--- src/rtl/mux_8way_16.sv ---
// Eight-way word selector: combinational select tree plus a registered copy
// of the selected word and the select code that produced it.
module mux_8way_16 #(
    parameter int WIDTH = 16,
    parameter int SEL_W = 3
) (
    input  logic             clk,
    input  logic             rst,
    input  logic [WIDTH-1:0] a,
    input  logic [WIDTH-1:0] b,
    input  logic [WIDTH-1:0] c,
    input  logic [WIDTH-1:0] d,
    input  logic [WIDTH-1:0] e,
    input  logic [WIDTH-1:0] f,
    input  logic [WIDTH-1:0] g,
    input  logic [WIDTH-1:0] h,
    input  logic [SEL_W-1:0] select,
    output logic [WIDTH-1:0] out,
    input  logic             en,
    output logic [WIDTH-1:0] out_q,
    output logic [SEL_W-1:0] sel_q
);

    logic [WIDTH-1:0] pair_ab, pair_cd, pair_ef, pair_gh;
    logic [WIDTH-1:0] half_lo, half_hi;

    // Binary tree: bit 0 picks within pairs, bit 1 between pairs, bit 2 the half.
    // NOTE: continuous ternary assignments define every select code, so no latch can form.
    assign pair_ab = select[0] ? b : a;
    assign pair_cd = select[0] ? d : c;
    assign pair_ef = select[0] ? f : e;
    assign pair_gh = select[0] ? h : g;

    assign half_lo = select[1] ? pair_cd : pair_ab;
    assign half_hi = select[1] ? pair_gh : pair_ef;

    assign out = select[2] ? half_hi : half_lo;

    // NOTE: non-blocking assignments keep both registers sampling pre-edge values.
    always_ff @(posedge clk or posedge rst) begin
        if (rst) begin
            out_q <= '0;
            sel_q <= '0;
        end else if (en) begin
            out_q <= out;
            sel_q <= select;
        end
    end

endmodule

--- config.mk ---
export PLATFORM = sky130hd
export DESIGN_NAME = mux_8way_16
export DESIGN_NICKNAME = d
export VERILOG_FILES = /design/src/rtl/mux_8way_16.sv
export SDC_FILE = /design/constraint.sdc
export NUM_CORES = 1
export LEC_CHECK = 0
export ABC_AREA = 1
export BUFFER_PORTS_ARGS = -buffer_cell sky130_fd_sc_hd__buf_2
export CELL_PAD_IN_SITES_DETAIL_PLACEMENT = 0
export CELL_PAD_IN_SITES_GLOBAL_PLACEMENT = 2
export CORE_UTILIZATION = 18
export DETAILED_ROUTE_END_ITERATION = 8
export MAX_ROUTING_LAYER = met4
export PLACE_DENSITY_LB_ADDON = 0.1
export SYNTH_ARGS = -nofsm -noshare
export SYNTH_HDL_FRONTEND = slang
export SYNTH_SLANG_ARGS = --single-unit
export TNS_END_PERCENT = 20
--- constraint.sdc ---
create_clock -name clk -period 1.28 [get_ports clk]
set_input_delay 0.192 -clock clk [delete_from_list [all_inputs] [get_ports clk]]
set_output_delay 0.192 -clock clk [all_outputs]
set_load 0.02 [all_outputs]
==> run metrics <==
Net Switching=1.16 mW; ranking of synthesized cells by area=nand2_1 31%, nand3_1 20%, dfrtp_1 20%; Ports=169; initial antenna violation count=0; max-slew violation count=0; unrepaired setup endpoints after global routing=true; Final WS setup=-0.0844 ns; port bufs=168; worst min path class=primary input to register; CP dominant cell by count=nand2_1; Final Net Count=798; Peak VDD IR=0.487 mV; Synth warnings=0; Sequential Power Share=23.1%; CTS Buf Count=3; status=finished, violations left; cell taking the most area after synthesis=nand2_1; Post-synth ARST share=100%; n_diodes=0; CTS root buffer=clkbuf_16; Final Setup Violations=18; DR pass1 iterations=4; largest net degree at the start of global routing=25; die width=117 microns; first-pass GRT wire length=19100 microns; most common cell in the netlist=nand2_1; leakage=2.79 nW; vias per cell=4.17; fillers=1496; Cell Pwr Density=674 nW/um^2; met2 wire length=6240 microns; Mapped Cells=458; WL/cell=15.5 microns; clock latency on the worst-skew pair=0.25 ns; worst path cell trace=buf_12 > buf_6 > buf_16 > nand2_1 > nand2_1 > nand2_1 > nand3_2 > and2_1 > buf_6; Final Hold Fails=0; Achievable Freq=0.733 GHz; syn nets=592; Post-DP Area=3590 sq um; Worst setup EP type=output pin; Crit Path Max Fanout=16; highest metal used=met4; Residual DRC=0; crit path max-delay cell type=and2_1; synthesized flop and latch total=19; failing checks=setup timing; internal power=1.90 mW; slew margin rel.=82.3%; critical path class=primary input to output pin; detailed placement HPWL=9250 microns; Metal-1 WL=5840 microns; clock network power share=21.6%; Max Cap Viol=0; Bufs and invs on worst path=4; post-synthesis sequential area ratio=20.1%; type of origin of the critical path=primary input; clock tree sinks=19; CTS H-tree lvls=1; GPL Wtd Cong=0.802; Worst R2R Setup Slack=0.65 ns; clk slew on worst S/H paths=0.06 ns; Synth Cell Area=2370 sq um; Core Rows=41; die area=13600 sq um; Routed WL=12900 microns; share of cells above drive strength 1=48.4%; Clock Skew=0 ns; DRT antenna net count=0; Final Power=3.07 mW; GRT overflow=0; Logic pwr share=55.2%; CP peak stage delay=0.18 ns; final worst-path cycle share=107%; CTS tree=built; Netlist cell types=11; arrival time at the worst endpoint=1.17 ns; Clock Path Buffers=2; total track usage=19.7%; Detailed Route Iter0 Violations=124; CP delay by family, top=buffers and inverters; P&R area growth vs syn=92.2%; Slew @ Worst Pin=0.265 ns; Placeable Area=12700 sq um; worst hold margin=0.311 ns; EDFF count, synth=0; DIE HEIGHT=117 microns; Worst Path Required=1.09 ns; total number of vias=3482; vias in the first global route=3469; initial core utilization=18.6%; Main synth FF type=dfrtp_1; WL met3=799 microns; final instance area=4550 sq um; Yosys top cell area share=30.9%; Avg Synthesized Cell Area=5.17 sq um; fin crit period=1.36 ns; Switching Share=37.9%; synth cell count leaders=195 x nand2_1, 100 x inv_1, 96 x nand3_1
timing repair:
item,in CTS,in global routing
setup endpoints to repair,16,18
hold buffers,1,0
buffers inserted,19,2
hold endpoints to repair,19,0
pin swaps,18,11
resized for setup,108,43
gates cloned,8,0
worst register-to-register path: cells and delay by family (launching register included):
family | cells | cell delay, ns
flip-flops | 1 | 0.38
AND/OR/NAND/NOR | 1 | 0.07
AO/OA/AOI/OAI | 1 | 0.06
metal layers:
| metal | track usage, % | vias up |
|---|---|---|
| met2 | 33.1 | 118 |
| met4 | 1.94 | 0 |
| met1 | 26.3 | 1590 |
| met5 | - | - |
| met3 | 2.23 | 6 |
| li1 | - | 1768 |
cell usage in the layout, fill, tap and decap left out, types with 2 or more instances in the layout:
master,netlist,final
nand3_1,96,48
o21ai_0,3,3
buf_16,0,7
buf_4,15,40
nand3_2,0,47
nand2_1,195,171
buf_6,2,18
dfrtp_1,19,19
nand2_2,0,19
nand2_4,0,5
and2_4,0,15
clkbuf_16,0,3
buf_8,0,2
buf_12,0,10
buf_2,8,151
inv_1,100,98
power by group through the flow:
stage | Clock (mW) | Sequential, mW | Combinational, mW
2_1_floorplan | 0 | 0.812 | 0.586
6_report | 0.664 | 0.710 | 1.70
5_1_grt | 0.694 | 0.721 | 1.85
3_5_place_dp | 0 | 0.722 | 1.30
3_3_place_gp | 0 | 0.720 | 1.30
4_1_cts | 0.670 | 0.712 | 1.66
worst paths after layout:
kind,depth (start not counted),end,startpoint
worst max-delay path,9,out[12],select[0]
worst min-delay path,4,out_q[7]$_DFFE_PP0P_,en
worst max register to register,2,sel_q[1]$_DFFE_PP0P_,sel_q[1]$_DFFE_PP0P_
worst min register to register,2,out_q[13]$_DFFE_PP0P_,out_q[13]$_DFFE_PP0P_
max in group asynchronous,4,out_q[2]$_DFFE_PP0P_,rst
min in group asynchronous,4,out_q[13]$_DFFE_PP0P_,rst
through the flow:
stage          utilization (%)  setup TNS, ns  std cells  setup slack, ns
5_1_grt                   35.8          -1.99        835           -0.133
4_1_cts                   34.8          -1.28        835          -0.0940
6_report                  35.8          -1.01        835          -0.0844
3_5_place_dp              28.2          -3.37        804           -0.203
2_1_floorplan                -              0        458            0.105
3_3_place_gp              28.2          -3.02        804           -0.196
area by class of cell:
| class | instances | area, sq um | area share (%) |
|---|---|---|---|
| Clock inverter | 1 | 5.00 | 0.110 |
| Inverter | 101 | 392 | 8.60 |
| Multi-Input combinational cell | 310 | 1700 | 37.3 |
| Sequential cell | 19 | 475 | 10.4 |
| Timing Repair Buffer | 229 | 1690 | 37.2 |
| Tap cell | 172 | 215 | 4.73 |
| Clock buffer | 3 | 75.1 | 1.65 |
flip-flops by register name (all words and copies together), names as in the netlist:
signal and cells:
sel_q 3, out_q 16
cells by family after synthesis:
kind of cell / Yosys count / share of synthesized area, %
AOI/OAI and AO/OA: 3 / 0.634
buffers and inverters: 129 / 23.9
DFF: 19 / 20.1
and+or+nand+nor: 307 / 55.4
(Power assumes the default switching activity.)
